[src/rtl/code_monitor_pkg.sv]
// Shared types and constants for the code monitor: FSM states, legal code range, sweep length.
package code_monitor_pkg;

  typedef enum logic {
    RUN   = 1'b0,
    CLEAR = 1'b1
  } state_e;

  localparam int CODE_W    = 4;
  localparam int IDX_W     = 3;
  localparam int CODE_MIN  = 1;
  localparam int CODE_MAX  = 8;
  localparam int SWEEP_LEN = 8;

  function automatic logic isLegal(input logic [CODE_W-1:0] c);
    return (c >= CODE_W'(CODE_MIN)) && (c <= CODE_W'(CODE_MAX));
  endfunction

endpackage

[src/rtl/code_monitor_sat_counter.sv]
// Saturating up-counter with synchronous clear; clear wins over increment.
module sat_counter #(
  parameter int CNT_W = 8
) (
  input  logic             clk,
  input  logic             rst_n,
  input  logic             inc_i,
  input  logic             clr_i,
  output logic [CNT_W-1:0] count_o
);

  logic [CNT_W-1:0] count_q, count_d;

  always_comb begin
    count_d = count_q;
    if (clr_i) begin
      count_d = '0;
    end else if (inc_i && (count_q != '1)) begin
      count_d = count_q + 1'b1;
    end
  end

  always_ff @(posedge clk or negedge rst_n) begin
    if (!rst_n) begin
      count_q <= '0;
    end else begin
      count_q <= count_d;
    end
  end

  assign count_o = count_q;

endmodule

[src/rtl/code_monitor.sv]
// Per-code hit counters for a select-decoder output, with error count, change pulse,
// one-cycle-latency readback and a multi-cycle clear sweep.
module code_monitor
  import code_monitor_pkg::*;
#(
  parameter int CNT_W = 8,
  parameter int NCODE = 8
) (
  input  logic              clk,
  input  logic              rst_n,
  input  logic              code_valid,
  input  logic [CODE_W-1:0] code,
  input  logic              clr,
  input  logic              rd_req,
  input  logic [IDX_W-1:0]  rd_idx,
  output logic              busy,
  output logic              rd_valid,
  output logic [CNT_W-1:0]  rd_count,
  output logic [CODE_W-1:0] last_code,
  output logic              change,
  output logic [CNT_W-1:0]  err_cnt,
  output logic              drop
);

  state_e              state_q, state_d;
  logic [IDX_W-1:0]    sweep_q, sweep_d;
  logic [CODE_W-1:0]   last_code_q, last_code_d;
  logic                change_q, change_d;
  logic                rd_valid_q, rd_valid_d;
  logic [CNT_W-1:0]    rd_count_q, rd_count_d;
  logic                drop_q, drop_d;

  logic [CNT_W-1:0]    hit_cnt [NCODE];
  logic [NCODE-1:0]    hit_inc, hit_clr;
  logic                err_inc, err_clr;

  for (genvar g = 0; g < NCODE; g++) begin : g_hit
    sat_counter #(.CNT_W(CNT_W)) u_hit (
      .clk     (clk),
      .rst_n   (rst_n),
      .inc_i   (hit_inc[g]),
      .clr_i   (hit_clr[g]),
      .count_o (hit_cnt[g])
    );
  end

  sat_counter #(.CNT_W(CNT_W)) u_err (
    .clk     (clk),
    .rst_n   (rst_n),
    .inc_i   (err_inc),
    .clr_i   (err_clr),
    .count_o (err_cnt)
  );

  // Reads sample the counter before this edge's increment, giving pre-increment values.
  always_comb begin
    state_d     = state_q;
    sweep_d     = sweep_q;
    last_code_d = last_code_q;
    change_d    = 1'b0;
    rd_valid_d  = 1'b0;
    rd_count_d  = rd_count_q;
    drop_d      = drop_q;
    hit_inc     = '0;
    hit_clr     = '0;
    err_inc     = 1'b0;
    err_clr     = 1'b0;

    case (state_q)
      RUN: begin
        if (code_valid) begin
          if (isLegal(code)) begin
            hit_inc[IDX_W'(code - 4'd1)] = 1'b1;
            last_code_d = code;
            change_d    = (code != last_code_q);
          end else begin
            err_inc = 1'b1;
          end
        end
        if (rd_req) begin
          rd_valid_d = 1'b1;
          rd_count_d = hit_cnt[rd_idx];
        end
        if (clr) begin
          state_d = CLEAR;
          sweep_d = '0;
        end
      end

      CLEAR: begin
        hit_clr[sweep_q] = 1'b1;
        if (code_valid) begin
          drop_d = 1'b1;
        end
        if (sweep_q == IDX_W'(SWEEP_LEN - 1)) begin
          err_clr     = 1'b1;
          last_code_d = '0;
          state_d     = RUN;
        end else begin
          sweep_d = sweep_q + 1'b1;
        end
      end

      default: state_d = RUN;
    endcase
  end

  always_ff @(posedge clk or negedge rst_n) begin
    if (!rst_n) begin
      state_q     <= RUN;
      sweep_q     <= '0;
      last_code_q <= '0;
      change_q    <= 1'b0;
      rd_valid_q  <= 1'b0;
      rd_count_q  <= '0;
      drop_q      <= 1'b0;
    end else begin
      state_q     <= state_d;
      sweep_q     <= sweep_d;
      last_code_q <= last_code_d;
      change_q    <= change_d;
      rd_valid_q  <= rd_valid_d;
      rd_count_q  <= rd_count_d;
      drop_q      <= drop_d;
    end
  end

  assign busy      = (state_q == CLEAR);
  assign rd_valid  = rd_valid_q;
  assign rd_count  = rd_count_q;
  assign last_code = last_code_q;
  assign change    = change_q;
  assign drop      = drop_q;

endmodule
[config.mk]
export PLATFORM = sky130hd
export DESIGN_NAME = code_monitor
export DESIGN_NICKNAME = d
export VERILOG_FILES = /design/src/rtl/code_monitor_pkg.sv /design/src/rtl/code_monitor_sat_counter.sv /design/src/rtl/code_monitor.sv
export SDC_FILE = /design/constraint.sdc
export NUM_CORES = 1
export LEC_CHECK = 0
export CORE_ASPECT_RATIO = 0.8
export CORE_MARGIN = 4
export CORE_UTILIZATION = 50
export DETAILED_ROUTE_END_ITERATION = 12
export GPL_ROUTABILITY_DRIVEN = 0
export PLACE_DENSITY = 0.75
export REMOVE_ABC_BUFFERS = 1
export SLEW_MARGIN = 20
export SYNTH_ARGS = -nofsm -noshare
export SYNTH_HDL_FRONTEND = slang
export SYNTH_SLANG_ARGS = --single-unit
export TNS_END_PERCENT = 20
[constraint.sdc]
create_clock -name clk -period 2.2 [get_ports clk]
set_clock_uncertainty 0.1 [all_clocks]
set_input_delay 0.55 -clock clk [delete_from_list [all_inputs] [get_ports clk]]
set_output_delay 0.55 -clock clk [all_outputs]
set_load 0.005 [all_outputs]
==> results.md <==
- Net switching fraction of the power: 0.3407
- Sequential share of the synthesized area: 0.4441
- ANT cells: 0
- Critical-path cell list: dlygate4sd2_1 -> buf_6 -> a2111o_2 -> buf_12 -> or3_4 -> nand3b_1 -> o21ai_1
- Setup Total Neg Slack: 0 ns
- Synth-to-Final Area Change: 27.53%
- Number of top-level design ports: 36
- CTS root buf: sky130_fd_sc_hd__clkbuf_16
- Delay of the slowest critical-path stage: 0.60 ns
- Commonest non-fill, non-tap cell in the layout: sky130_fd_sc_hd__dfrtp_1
- Met2 routing resource usage after global routing: 0.3775
- Unrepaired setup endpoints after global routing: true
- Vert. Die Dim: 98.58 µm
- Buffers added on ports: 35
- GR met1 Demand/Resource: 0.3270
- Total core area: 9809 µm²
- Post-route cell area: 6539 µm²
- Max rail drop VDD: 0.6475 mV
- Critical path depth: 7
- Max-Cap Viols: 0
- Destination of the worst register-to-register timing path: g_hit[0].u_hit.count_o[0]
- Combinational group share of total power: 0.289
- Net switching power figure: 1735 µW
- Global-route usage over all layers: 0.2403
- Count of vias placed by the detailed router: 4377
- Area of the mapped netlist: 5127 µm²
- Capturing instance or port of the critical path: g_hit[0].u_hit.count_o[0]
- Arrival time of data at the critical path endpoint: 2.32 ns
- Wire length reported by the detailed router: 13340 µm
- TritonCTS Buffers: 9
- DRT iter0 DRCs: 410
- Half-perimeter wire length after placement: 9162 µm
- Maximum number of pins on one net before global-route repair: 43
- Peak Freq: 457.0 MHz
- Number of nets in the finished design: 615
- Pins over their slew limit: 0
- Worst skew pair latency: 0.35 ns
- Avg Cell Area, Syn: 10.11 µm²
- H-tree depth: 3
- Part of the total power dissipated in the clock network: 0.284
- Pin slew with the least headroom to its limit: 0.6513 ns
- Buffer levels on the longest clock path: 2
- Wire length of the first global-routing pass: 22760 µm
- Primary FF master, synth: sky130_fd_sc_hd__dfrtp_1
- Area of placed instances: 5962 µm²
- Number of warnings reported in the yosys synthesis log: 0
- Cell at the slowest stage of the critical path: sky130_fd_sc_hd__a2111o_2
- Buffers and inverters on the worst path: 3
- Post-synthesis instance total: 507
- Fraction of power consumed by sequential logic: 0.427
- Remaining antenna violation count: 0
- Critical Path Start: code[3]
- Kind of start point of the critical path: input pin
- Worst path top cell family by delay: compound AO/OA/AOI/OAI gates
- Final design utilization: 0.6666
- Endpoint kind of the worst setup timing path: register
- Leakage: 0.002790 µW
- Total die area: 11950 µm²
- Total count of hold-check failures in the final report: 0
- Clock sink total: 91
- Source of the worst register-to-register timing path: busy
- Internal Dissipation: 3359 µW
- Data required time at the worst endpoint: 2.34 ns
- Final period demand of the worst path: 2.188 ns
- Vias in the first global route: 4405
- Layer carrying the most global-route usage: met2
- # DRC: 0
- Commonest cells after routing, fill and taps aside: sky130_fd_sc_hd__dfrtp_1 (91), sky130_fd_sc_hd__nor2_1 (62), sky130_fd_sc_hd__buf_4 (43), sky130_fd_sc_hd__nand2_1 (39), sky130_fd_sc_hd__nand3_1 (35)
- Async set or reset register ratio after synthesis: 1.000
- Total of endpoints with negative setup slack in the final report: 0
- Seq cells post-synth: 91
- Hold Path Class: in -> async
- Row cnt: 32
- Detail-routed net length per standard cell: 18.25 µm
- CTS tree: yes
- GR Overflow Total: 0
- Max-slew headroom at the worst pin: 0.5642
- Status: completed
- Worst Setup Path Type: in -> reg
- Initial Util: 0.5227
- Met3 usage: 0.05164
- Worst R2R Setup Slack: 0.10 ns
- Final cycle utilization of the critical path: 0.9946
- Path depth of the worst reg2reg path: 6
- Hold-fix buffers at CTS: 0
- Distinct cell type count of the synthesized netlist: 47
- Routed via count divided by cell count: 5.988
- Power density over cell area: 779.1 nW/µm²
- Initial antenna violation count: 0
- Count of flip-flops with a built-in enable after synthesis: 0
- Final Power: 5094 µW
- Fraction of final layout cells with drive strength greater than 1: 0.2034
- Clock-pin slew reported for the worst setup and hold paths after clock tree synthesis: 0.07 ns
- Crit-path max FO: 7
- Die Wd: 121.2 µm
- Number of optimization iterations in the first detailed-route pass: 6
registers in the layout, summed over array words and instances, names as in the netlist:
| signal | count |
|---|---|
| g_hit.u_hit.count_o | 64 |
| rd_count | 8 |
| u_err.count_o | 8 |
| last_code | 4 |
| sweep_q | 3 |
| busy | 1 |
| change | 1 |
| drop | 1 |
| rd_valid | 1 |
worst reg2reg max path, delay by kind of cell (launching register included):
| family | cells | cell delay [ns] |
|---|---|---|
| buffers and inverters | 1 | 0.20 |
| and+or+nand+nor | 3 | 0.68 |
| AOI/OAI and AO/OA | 2 | 0.63 |
| DFF | 1 | 0.38 |
power by group through the flow:
stage | registers (µW) | clock network [µW] | logic, µW
after floorplan | 2140 | 0 | 681
after global placement | 2170 | 0 | 1340
after detailed placement | 2190 | 0 | 1390
after CTS | 2160 | 1470 | 1460
after global routing | 2210 | 1540 | 1620
final | 2180 | 1450 | 1470
metal layers:
metal  up-vias  wire length, µm
met4         0              391
met5         -                0
li1       2012                -
met2       202             6312
met3        38              887
met1      2125             5750
cell families (layout without fill, tap and decap cells):
logic type,count (synthesis),count (layout),synth area share
xor+xnor,51,51,0.08712
flops,91,91,0.4441
buf+inv,31,119,0.02440
mux,32,32,0.1018
fa+ha+maj,13,13,0.03172
compound gates,65,65,0.08858
simple gates,224,224,0.2223
synthesized netlist by cell type, drive strengths merged, types with 13 or more instances:
master / count / share of area
nor2: 62 / 0.045
mux4: 16 / 0.070
nand4: 19 / 0.023
nand2: 40 / 0.029
xor2: 21 / 0.036
ha: 13 / 0.032
xnor2: 30 / 0.051
o21ai: 27 / 0.026
mux2i: 15 / 0.029
a21oi: 14 / 0.014
inv: 14 / 0.010
dfrtp: 91 / 0.44
nand3: 35 / 0.034
nor3: 16 / 0.016
stage by stage:
step / instances / hold WS (ns) / setup WS [ns]
after floorplan: 490 / 0.1544 / -1.136
after global placement: 707 / 0.3434 / -0.7455
after detailed placement: 707 / 0.3620 / -0.8127
after CTS: 730 / 0.1049 / 0.01080
after global routing: 731 / 0.1303 / -0.04123
final: 731 / 0.08687 / 0.01186
repair_timing:
action | 4_1_cts | 5_1_grt
resized for setup | 49 | 8
hold endpoints to repair | 0 | 0
setup endpoints to repair | 76 | 25
buffers inserted | 4 | 1
pin swaps | 11 | 4
cloned | 3 | 0
cell type report:
cell class,count,area (µm²)
clock buffers,9,225.2
clock inverters,7,52.55
fillers,746,3271
inverters,14,60.06
multi-input cells,385,2898
flip-flops and latches,91,2277
well taps,136,170.2
repair buffers,89,855.8
worst min-delay path by stage:
stage	endpoint	start	slack (ns)	cells past startpoint
6_report	g_hit[1].u_hit.count_o[1]	rst_n	0.09	1
2_1_floorplan	busy	rst_n	0.15	0
3_3_place_gp	drop	drop	0.34	1
5_1_grt	g_hit[0].u_hit.count_o[4]	rst_n	0.13	1
4_1_cts	g_hit[0].u_hit.count_o[4]	rst_n	0.10	1
3_5_place_dp	drop	drop	0.36	1
No activity file was read; power rests on OpenSTA's default activity.
